===== src/rtl/serial_pkg.sv =====
// Shared types and widths for the serial-mode MAC sequencer.
package serial_pkg;

   localparam int ADDR_W = 6;
   localparam int DATA_W = 8;
   localparam int FEAT_W = 8;

   typedef enum logic [2:0] {
      IDLE,
      CLR,
      RUN,
      WB,
      FIN
   } state_t;

endpackage


===== src/rtl/serial_mem_mux.sv =====
// Single scratch-memory port shared between engine operand reads and result write-back.
module serial_mem_mux
   import serial_pkg::*;
(
   input  logic              sel_eng,
   input  logic              sel_wb,
   input  logic [ADDR_W-1:0] eng_addr,
   input  logic [ADDR_W-1:0] wb_addr,
   input  logic [DATA_W-1:0] wb_data,
   output logic [ADDR_W-1:0] mem_addr,
   output logic              mem_we,
   output logic [DATA_W-1:0] mem_d
);

   always_comb begin
      mem_addr = '0;
      mem_we   = 1'b0;
      mem_d    = '0;
      if (sel_wb) begin
         mem_addr = wb_addr;
         mem_we   = 1'b1;
         mem_d    = wb_data;
      end else if (sel_eng) begin
         mem_addr = eng_addr;
      end
   end

endmodule


===== src/rtl/serial_mode_sequencer.sv =====
// Steps one serial-mode engine through NUM_OUT output positions: clear, run, write back.
module serial_mode_sequencer
   import serial_pkg::*;
#(
   parameter int                NUM_OUT     = 4,
   parameter logic [FEAT_W-1:0] FEAT_STRIDE = 8'd1,
   parameter logic [ADDR_W-1:0] RESULT_BASE = 6'd48
) (
   input  logic              clk,
   input  logic              rst,
   input  logic              start,
   input  logic              abort,
   input  logic [FEAT_W-1:0] feature_base0,
   output logic              busy,
   output logic              done,
   output logic [ADDR_W-1:0] out_idx,
   output logic              eng_en,
   output logic              eng_rst,
   output logic [FEAT_W-1:0] eng_baseaddr,
   input  logic [ADDR_W-1:0] eng_addr,
   input  logic              eng_done,
   input  logic [DATA_W-1:0] eng_out,
   output logic [ADDR_W-1:0] mem_addr,
   output logic              mem_we,
   output logic [DATA_W-1:0] mem_d
);

   localparam logic [ADDR_W-1:0] LAST_IDX = ADDR_W'(NUM_OUT - 1);

   state_t              state;
   logic [ADDR_W-1:0]   idx;
   logic [FEAT_W-1:0]   base;
   logic [DATA_W-1:0]   result_r;
   logic                abort_taken;
   logic [ADDR_W-1:0]   wb_addr;

   assign abort_taken = abort && (state == CLR || state == RUN || state == WB);

   always_ff @(posedge clk) begin
      if (rst) begin
         state    <= IDLE;
         idx      <= '0;
         base     <= '0;
         result_r <= '0;
      end else begin
         case (state)
            IDLE: begin
               if (start) begin
                  base  <= feature_base0;
                  idx   <= '0;
                  state <= CLR;
               end
            end
            CLR: state <= abort ? IDLE : RUN;
            RUN: begin
               if (abort) begin
                  state <= IDLE;
               end else if (eng_done) begin
                  result_r <= eng_out;
                  state    <= WB;
               end
            end
            WB: begin
               if (abort) begin
                  state <= IDLE;
               end else if (idx == LAST_IDX) begin
                  state <= FIN;
               end else begin
                  idx   <= idx + 1'b1;
                  base  <= base + FEAT_STRIDE;
                  state <= CLR;
               end
            end
            FIN:     state <= IDLE;
            default: state <= IDLE;
         endcase
      end
   end

   assign busy         = (state != IDLE);
   assign done         = (state == FIN);
   assign eng_en       = (state == RUN);
   assign eng_rst      = rst || (state == CLR) || abort_taken;
   assign out_idx      = idx;
   assign eng_baseaddr = base;
   assign wb_addr      = RESULT_BASE + idx;

   // Reset and abort both squash the write in the WB cycle itself.
   serial_mem_mux u_mem_mux (
      .sel_eng  (state == RUN),
      .sel_wb   ((state == WB) && !abort && !rst),
      .eng_addr (eng_addr),
      .wb_addr  (wb_addr),
      .wb_data  (result_r),
      .mem_addr (mem_addr),
      .mem_we   (mem_we),
      .mem_d    (mem_d)
   );

endmodule


===== config.mk =====
export PLATFORM = sky130hd
export DESIGN_NAME = serial_mode_sequencer
export DESIGN_NICKNAME = d
export VERILOG_FILES = /design/src/rtl/serial_pkg.sv /design/src/rtl/serial_mem_mux.sv /design/src/rtl/serial_mode_sequencer.sv
export SDC_FILE = /design/constraint.sdc
export NUM_CORES = 1
export LEC_CHECK = 0
export ABC_AREA = 0
export CORE_MARGIN = 1
export CORE_UTILIZATION = 42
export DETAILED_ROUTE_END_ITERATION = 16
export PLACE_DENSITY = 0.79
export SYNTH_ARGS = -nofsm -noshare
export SYNTH_HDL_FRONTEND = slang
export SYNTH_SLANG_ARGS = --single-unit
export TNS_END_PERCENT = 20

===== constraint.sdc =====
create_clock -name clk -period 2.26 [get_ports clk]
set_input_delay 0.226 -clock clk [delete_from_list [all_inputs] [get_ports clk]]
set_output_delay 0.226 -clock clk [all_outputs]
set_load 0.01 [all_outputs]

==> reports/results.txt <==
The height of the die was 60.41 µm. At the worst endpoint, the required time is 2.03 ns. The cell family contributing the most delay on the critical path is simple AND/OR/NAND/NOR gates. Cells with a size suffix above 1 make up 8.772% of the layout. Setup repair after global routing left no endpoint under its margin. The area growth from synthesis to layout is 46.99%. At the end of the flow the core is filled with cells to 66.79%.

The switching part of the total power was 27.90%. The sequential cell area fraction in the yosys report was 34.93%; the H-tree depth reported by CTS was 1. Counting buffers and inverters, the worst setup path is 6 cells deep. In this run the static leakage power is 0.9005 nW. At the pin with the least slew margin, the transition time is 0.4372 ns. With fillers left out, the area of the finished cells amounts to 2106 µm². The maximum vdd drop is 0.0003172 V. Dividing the detail-routed wire length by the instance count gives 13.86 µm.

TritonCTS built the clock tree. The tools report the routed wire length as 3769 µm. The flip-flop and latch count after synthesis was 25; the clock edge transition at the registers on the reported setup and hold paths was 0.15 ns. The run gives 1433 µm² as the combined area of all synthesized cells. The initial standard-cell utilization of the core came out at 45.44%. Of the total power, the clock network draws 24.2%.

Yosys attributes the largest share of cell area to sky130_fd_sc_hd__dfxtp_1 35%, sky130_fd_sc_hd__and2_1 6.6%, sky130_fd_sc_hd__mux2i_1 6.3%. For the number of iterations in the first detailed-routing pass, the log shows 4. The endpoint of the lowest-slack register-to-register path was eng_baseaddr[4]$_SDFFE_PP0P_.

The tools report the largest net degree at the start of global routing as 22. Hold repair after CTS inserted 0 buffers. Once placement finished, the instance area stood at 2091 µm². Setup slack on the critical path of the routed design comes to 0.1869 ns.

The most used flip-flop cell after synthesis was sky130_fd_sc_hd__dfxtp_1. The post-synthesis average cell area works out to 8.579 µm². After detailed routing, the number of vias per cell comes to 5.419. Data on the critical path arrives at its endpoint at 1.85 ns. The number of buffers added for setup after CTS was 0.

The area inside the core boundary was 3153 µm². Area share of the largest cell type after synthesis: 34.93%. The number of flops mapped to enable cells by yosys was 0; the total number of placement rows was 20.

The die area came out at 3649 µm². The power density relative to cell area is 419.1 nW/µm². For this design, the slowest cell found on the critical path is sky130_fd_sc_hd__dfxtp_1.

After detailed routing, the number of remaining DRC violations is 0. The logs give 25 for the number of clock sinks seen by CTS and 0.07460 ns for the worst setup slack before clock tree synthesis. The analysis attributes to net switching a power of 0.0002462 W.

Buffers placed on the I/O ports in this run total 59. The post-route setup TNS was 0 ns. The signal on the critical path passes through nand3b_1 -> or3_1 -> inv_1 -> buf_12 -> a22o_1 -> dlygate4sd2_1. The clock arrives with 0.001326 ns of skew. The die is 60.41 µm wide. The critical path launch point type was a flip-flop. The number of vias in the routed layout came out at 1474.

For the via count of the first global-routing pass, the log shows 1450. The repair_antennas step left the layout with diodes totalling 0. Of all nets on the critical path, the largest fanout is 13.

The remaining max-slew budget at the tightest pin is 70.85%. The internal power of the cells totals 0.0006363 W. The tools report the I/O pin count as 60. The run finished with clean final reports. The number of pins with negative max-slew slack in the final report is 0.

The critical path is of the flip-flop to primary output type. The max capacitance violation total is 0, and the number of buffers created by CTS is 3. The tools report the launching instance or port of the critical path as state[2]$_SDFFE_PP0P_. The worst reg2reg path depth was 5. The root buffer cell chosen for the clock tree is sky130_fd_sc_hd__clkbuf_4. The tools report the maximum number of buffers from clock root to sink as 2. The half-perimeter wire length after placement is 2910 µm.

The synthesized design spends more area on one cell type than any other, namely sky130_fd_sc_hd__dfxtp_1. The final weighted congestion in routability-driven placement came out at 0.8617. In the synthesized netlist, the number of instances is 167.

The class of the worst hold path is primary input to flip-flop. The filler cells instantiated in the layout total 276. The fraction of registers with async set or reset after synthesis is 0%, and the final setup violation count is 0. For this block, the initial DRC count from the detailed router was 85. The netlist uses 47 different library cells. Endpoint of the worst setup timing path: mem_addr[1]. Across all register-to-register paths, the minimum setup slack is 0.28 ns. Across every metal layer, demand over resource in global routing totals 22.72%. The initial antenna violation count is 0, and the first-pass GRT wire length is 6285 µm. Of the total power, combinational logic draws 21.7%.

The tools report the fraction of power consumed by sequential logic as 54.1%. Capturing element type of the critical path: a primary output. The maximum cell stage delay along the critical path was 0.35 ns.

The count of endpoints failing hold in the final timing report was 0; the sum of overflow across all layers after global routing was 0. Yosys printed 0 warnings. The clock reaches the later pin of the worst-skew pair after 0.33 ns.

Static timing analysis puts the maximum clock frequency at 482.4 MHz. Hold timing on the final database bottoms out at a slack of 0.4756 ns. The worst register-to-register path begins at out_idx[0]$_SDFFE_PP0P_. The number of buffers and inverters on the critical path is 3, and the net count of the finished layout is 259. In the finished design, the share of the clock period the worst path needs comes to 91.73%. The time the worst path needs with I/O delays and setup is 2.073 ns, and the antenna violation net count after detailed routing is 0. For the number of nets produced by synthesis, the log shows 197.
-- synth_stat cells (2+ instances only) --
cell	instances
sky130_fd_sc_hd__and2_1	15
sky130_fd_sc_hd__dfxtp_1	25
sky130_fd_sc_hd__buf_4	2
sky130_fd_sc_hd__nand3_1	4
sky130_fd_sc_hd__nor2_1	13
sky130_fd_sc_hd__ha_1	3
sky130_fd_sc_hd__nand2_1	10
sky130_fd_sc_hd__clkbuf_1	3
sky130_fd_sc_hd__nor3_1	2
sky130_fd_sc_hd__buf_6	2
sky130_fd_sc_hd__xnor2_1	2
sky130_fd_sc_hd__inv_1	6
sky130_fd_sc_hd__a22o_1	4
sky130_fd_sc_hd__or3_1	6
sky130_fd_sc_hd__a21oi_1	14
sky130_fd_sc_hd__mux2i_1	9
sky130_fd_sc_hd__nor3b_1	2
sky130_fd_sc_hd__and3_1	2
sky130_fd_sc_hd__buf_2	3
sky130_fd_sc_hd__o21ai_0	13
-- power by group through the flow --
stage	registers [W]	logic [W]	clock network [W]
6_report	0.000477	0.000192	0.000214
5_1_grt	0.000480	0.000209	0.000239
4_1_cts	0.000477	0.000194	0.000220
3_5_place_dp	0.000487	0.000195	0
3_3_place_gp	0.000485	0.000189	0
2_1_floorplan	0.000487	0.0000871	0
-- layout by cell type, fill, tap and decap left out, types with 2 or more instances in the layout --
cell and n:
sky130_fd_sc_hd__ha_1 3, sky130_fd_sc_hd__nand3_1 4, sky130_fd_sc_hd__nand2_1 10, sky130_fd_sc_hd__a21oi_1 14, sky130_fd_sc_hd__xnor2_1 2, sky130_fd_sc_hd__mux2i_1 9
sky130_fd_sc_hd__a22o_1 4, sky130_fd_sc_hd__and2_1 15, sky130_fd_sc_hd__nor3b_1 2, sky130_fd_sc_hd__nor2_1 13, sky130_fd_sc_hd__and3_1 2, sky130_fd_sc_hd__o21ai_0 13
sky130_fd_sc_hd__inv_1 6, sky130_fd_sc_hd__clkbuf_4 3, sky130_fd_sc_hd__dlygate4sd2_1 14, sky130_fd_sc_hd__buf_4 8, sky130_fd_sc_hd__dfxtp_1 25, sky130_fd_sc_hd__nor3_1 2
sky130_fd_sc_hd__clkdlybuf4s50_1 44, sky130_fd_sc_hd__or3_1 6
-- worst min-delay path: stages --
cell,delay (ns)
sky130_fd_sc_hd__clkdlybuf4s50_1,0.41
sky130_fd_sc_hd__nand2_1,0.07
sky130_fd_sc_hd__a311oi_1,0.08
-- sequential cells by signal, summed over array words and instances, names as in the netlist --
register / cells
eng_baseaddr: 8
result_r: 8
out_idx: 6
state: 3
-- final cells by class --
cell class	count	area (µm²)	share of cell area (%)
Tap cell	44	55.05	2.614
Clock inverter	1	7.507	0.3565
Timing Repair Buffer	68	655.6	31.13
Sequential cell	25	500.5	23.77
Multi-Input combinational cell	125	842.1	39.99
Clock buffer	3	22.52	1.070
Inverter	6	22.52	1.070
-- cells by family (layout without fill, tap and decap cells) --
group	Yosys count	after routing	share of synthesized area, %
buffers and inverters	17	78	6.287
muxes	9	9	6.288
DFF	25	25	34.93
xor gates and xnor gates	2	2	1.223
adders and majority gates	3	3	2.620
AOI/OAI and AO/OA	43	43	20.09
and+or+nand+nor	68	68	28.56
-- how the worst min path moves through the flow --
stage / from / to / slack (ns) / cells past startpoint
after floorplan: abort / state[1]$_SDFFE_PP0P_ / 0.30 / 1
after global placement: eng_baseaddr[7]$_SDFFE_PP0P_ / eng_baseaddr[7]$_SDFFE_PP0P_ / 0.47 / 2
after detailed placement: result_r[7]$_SDFFE_PP0P_ / result_r[7]$_SDFFE_PP0P_ / 0.48 / 2
after CTS: feature_base0[1] / eng_baseaddr[1]$_SDFFE_PP0P_ / 0.47 / 3
after global routing: eng_out[2] / result_r[2]$_SDFFE_PP0P_ / 0.49 / 3
final: feature_base0[1] / eng_baseaddr[1]$_SDFFE_PP0P_ / 0.48 / 3
-- per-stage QoR --
step,std cells,total power (W)
floorplan,167,0.0005742
global placement,268,0.0006740
detailed placement,268,0.0006813
CTS,272,0.0008904
global route,272,0.0009276
finish,272,0.0008826
-- metal layers --
layer / wire, µm / track usage [%] / vias to the layer above / part of all wire, %
met5: 0 / 0 / - / 0
met4: 34 / 3.987 / 0 / 0.90
met3: 173 / 3.198 / 6 / 4.6
met2: 1960 / 44.27 / 54 / 52
met1: 1600 / 26.22 / 690 / 42
li1: - / - / 724 / -
-- repair_timing --
action,4_1_cts,5_1_grt
endpoints found under the setup margin,14,1
endpoints found under the hold margin,0,0
gates resized for setup,14,1
(Power assumes the default switching activity.)
==> RTL edit (same flow settings) <==
Change the package constant `DATA_W` from 8 to 10.
--- a/src/rtl/serial_pkg.sv
+++ b/src/rtl/serial_pkg.sv
@@ -2,7 +2,7 @@
 package serial_pkg;
 
    localparam int ADDR_W = 6;
-   localparam int DATA_W = 8;
+   localparam int DATA_W = 10;
    localparam int FEAT_W = 8;
 
    typedef enum logic [2:0] {
Interface: changed (resized eng_out and mem_d); port bits go from 60 to 64. The function was not compared with the original's and may differ.
==> RTL edit against the unedited design <==
Design area increased by 7.3%; critical path depth unchanged; area after synthesis increased by 5.6%; setup slack got worse by 0.076 ns; routed wire length decreased by 2.3%; sequential power increased by 7.1%; sequential cell count increased by 2; power increased by 7.7%; largest cell class unchanged; largest power group unchanged.
==> RTL edit: results (changes against the unedited design) <==
Status
  – Status: completed

Critical path
  – Crit Path Max Fanout: 15 (+2)
  – Reg-to-Reg End: eng_baseaddr[1]
  – Reg2reg setup slack: 0.29 ns
  – Worst setup startpoint: state[1]
  – Delay-heaviest family, CP: buffers and inverters
  – CP max-delay cell: clkdlybuf4s50_1
  – WS Path Type: register to primary output
  – Reg-to-Reg Start: out_idx[1]
  – Crit-path max cell delay: 0.53 ns (+0.18 ns)
  – Setup crit end: mem_addr[0]
  – Crit path DAT: 1.92 ns (+0.07 ns)

Cells and area
  – Net count of the finished layout: 275 (+6.2%)
  – Antenna diode count: 0 (unchanged)
  – Largest Register: result_r
  – Reg area: 541 um2 (+8.0%)
  – Share of cells above drive strength 1: 0.0992 (+0.0115)
  – Fill count: 288 (+4.3%)
  – Max reg flops: 10

Power
  – Combinational Power: 0.220 mW (+15%)
  – Net Sw Frac: 0.273 (-0.00642)
  – Clock-net power: 0.220 mW (+3%)
  – Pleak: 0.930 nW (+3.3%)
  – Sequential cell power: 0.511 mW (+7.1%)
  – Worst vdd rail ir drop: 0.460 mV (+45%)

Detailed routing
  – DR vias: 1526 (+3.5%)
  – Total iterations of the first detailed-routing run: 5 (+1)
  – DR vias/cell: 5.30 (-2.2%)
  – Detailed Route Iter0 Violations: 122 (+44%)
  – Final WL: 3680 um (-2.3%)

Logic synthesis
  – Synth Area in XOR/XNOR: 0.0116 (-0.000647)
  – Syn Inst Count: 175 (+4.8%)
  – Synth Area in Adders: 0.0248 (-0.00139)
  – Post-synth top cells: dfxtp_1 (27), nor2_1 (16), mux2i_1 (13)
  – Synth Area in Compound Gates: 0.183 (-0.0181)
  – Count of cell types in the netlist: 41 (-13%)
  – Multiplexer share of the synthesized area: 0.0935 (+0.0306)
  – Syn_nets: 207 (+5.1%)
  – Top cells by area, synth: dfxtp_1 (36%), mux2i_1 (8.6%), and2_1 (5.0%)
  – Sequential share of the synthesized area: 0.357 (+0.00798)
  – Number of synthesis warnings: 0 (unchanged)
  – Async S/R FF share, synth: 0 (unchanged)

Clock network
  – H-tree levels: 1 (unchanged)
  – Post_cts resized: 0 (-14)
  – Clock buffer count from CTS: 3 (unchanged)
  – Post-CTS setup buffer count: 0 (unchanged)

GRT
  – GRT Overall Usage: 0.204 (-0.0229)
  – First-pass GRT wire length: 5840 um (-7.0%)
  – Largest net degree at the start of global routing: 23 (+4.5%)
  – Vias in the first global route: 1369 (-5.6%)
  – Antenna violations before repair: 0 (unchanged)

STA
  – Relative slew slack: 0.608 (-0.100)
  – Max Clock Skew: 0.0153 ns (+0.0140 ns)
  – Min cycle time layout: 2.15 ns (+0.0756 ns)

Place
  – GPL Wtd Cong: 0.770 (-11%)
  – Worst setup slack after placement: 0.209 ns (+0.135 ns)
  – Area of placed instances: 0.00222 mm2 (+6.3%)
  – Final HPWL DP: 2770 um (-4.7%)
  – I/O Buffers: 63 (+6.8%)
## RTL edit: changes by cell type after synthesis, sizes merged, moves of 2 or more
cell | unedited run | this run
inv | 6 | 8
mux2i | 9 | 13
a21oi | 14 | 10
and2 | 15 | 12
nor2 | 13 | 16
dfxtp | 25 | 27
or2 | 1 | 3
o21ai | 13 | 11
## RTL edit: cell type report
| cell class | count | area share |
|---|---|---|
| Tap cell | 46 | 0.0255 |
| Sequential cell | 27 | 0.239 |
| Clock buffer | 3 | 0.00997 |
| Clock inverter | 1 | 0.00332 |
| Inverter | 8 | 0.0133 |
| Multi-Input combinational cell | 128 | 0.382 |
| Timing Repair Buffer | 75 | 0.327 |
## RTL edit: logic make-up after synthesis
family,Yosys count
multiplexers,14
XOR/XNOR,2
buffers and inverters,20
AND/OR/NAND/NOR,69
flip-flops,27
adder cells (fa/ha/maj),3
AO/OA/AOI/OAI,40
## RTL edit: worst min-delay path by stage
stage                 from          end  slack [ns]  cells past startpoint
3_3_place_gp   result_r[3]  result_r[3]        0.47                      2
4_1_cts         eng_out[3]  result_r[3]        0.47                      3
3_5_place_dp   result_r[3]  result_r[3]        0.47                      2
2_1_floorplan        abort     state[1]        0.30                      1
5_1_grt         eng_out[3]  result_r[3]        0.48                      3
6_report        eng_out[5]  result_r[5]        0.47                      3
## RTL edit: worst reg2reg max path, delay by kind of cell, from the launching register on
family | cells | cell delay, ns
AND/OR/NAND/NOR | 2 | 0.32
adder cells (fa/ha/maj) | 1 | 0.23
flip-flops | 1 | 0.45
AO/OA/AOI/OAI | 1 | 0.61
multiplexers | 1 | 0.26
## RTL edit: layer usage
layer	wire, um	up-vias	global-route usage
met5	0	-	0
met4	53	0	0.0730
met3	165	8	0.0435
met2	1850	50	0.354
met1	1620	705	0.248
li1	-	763	-
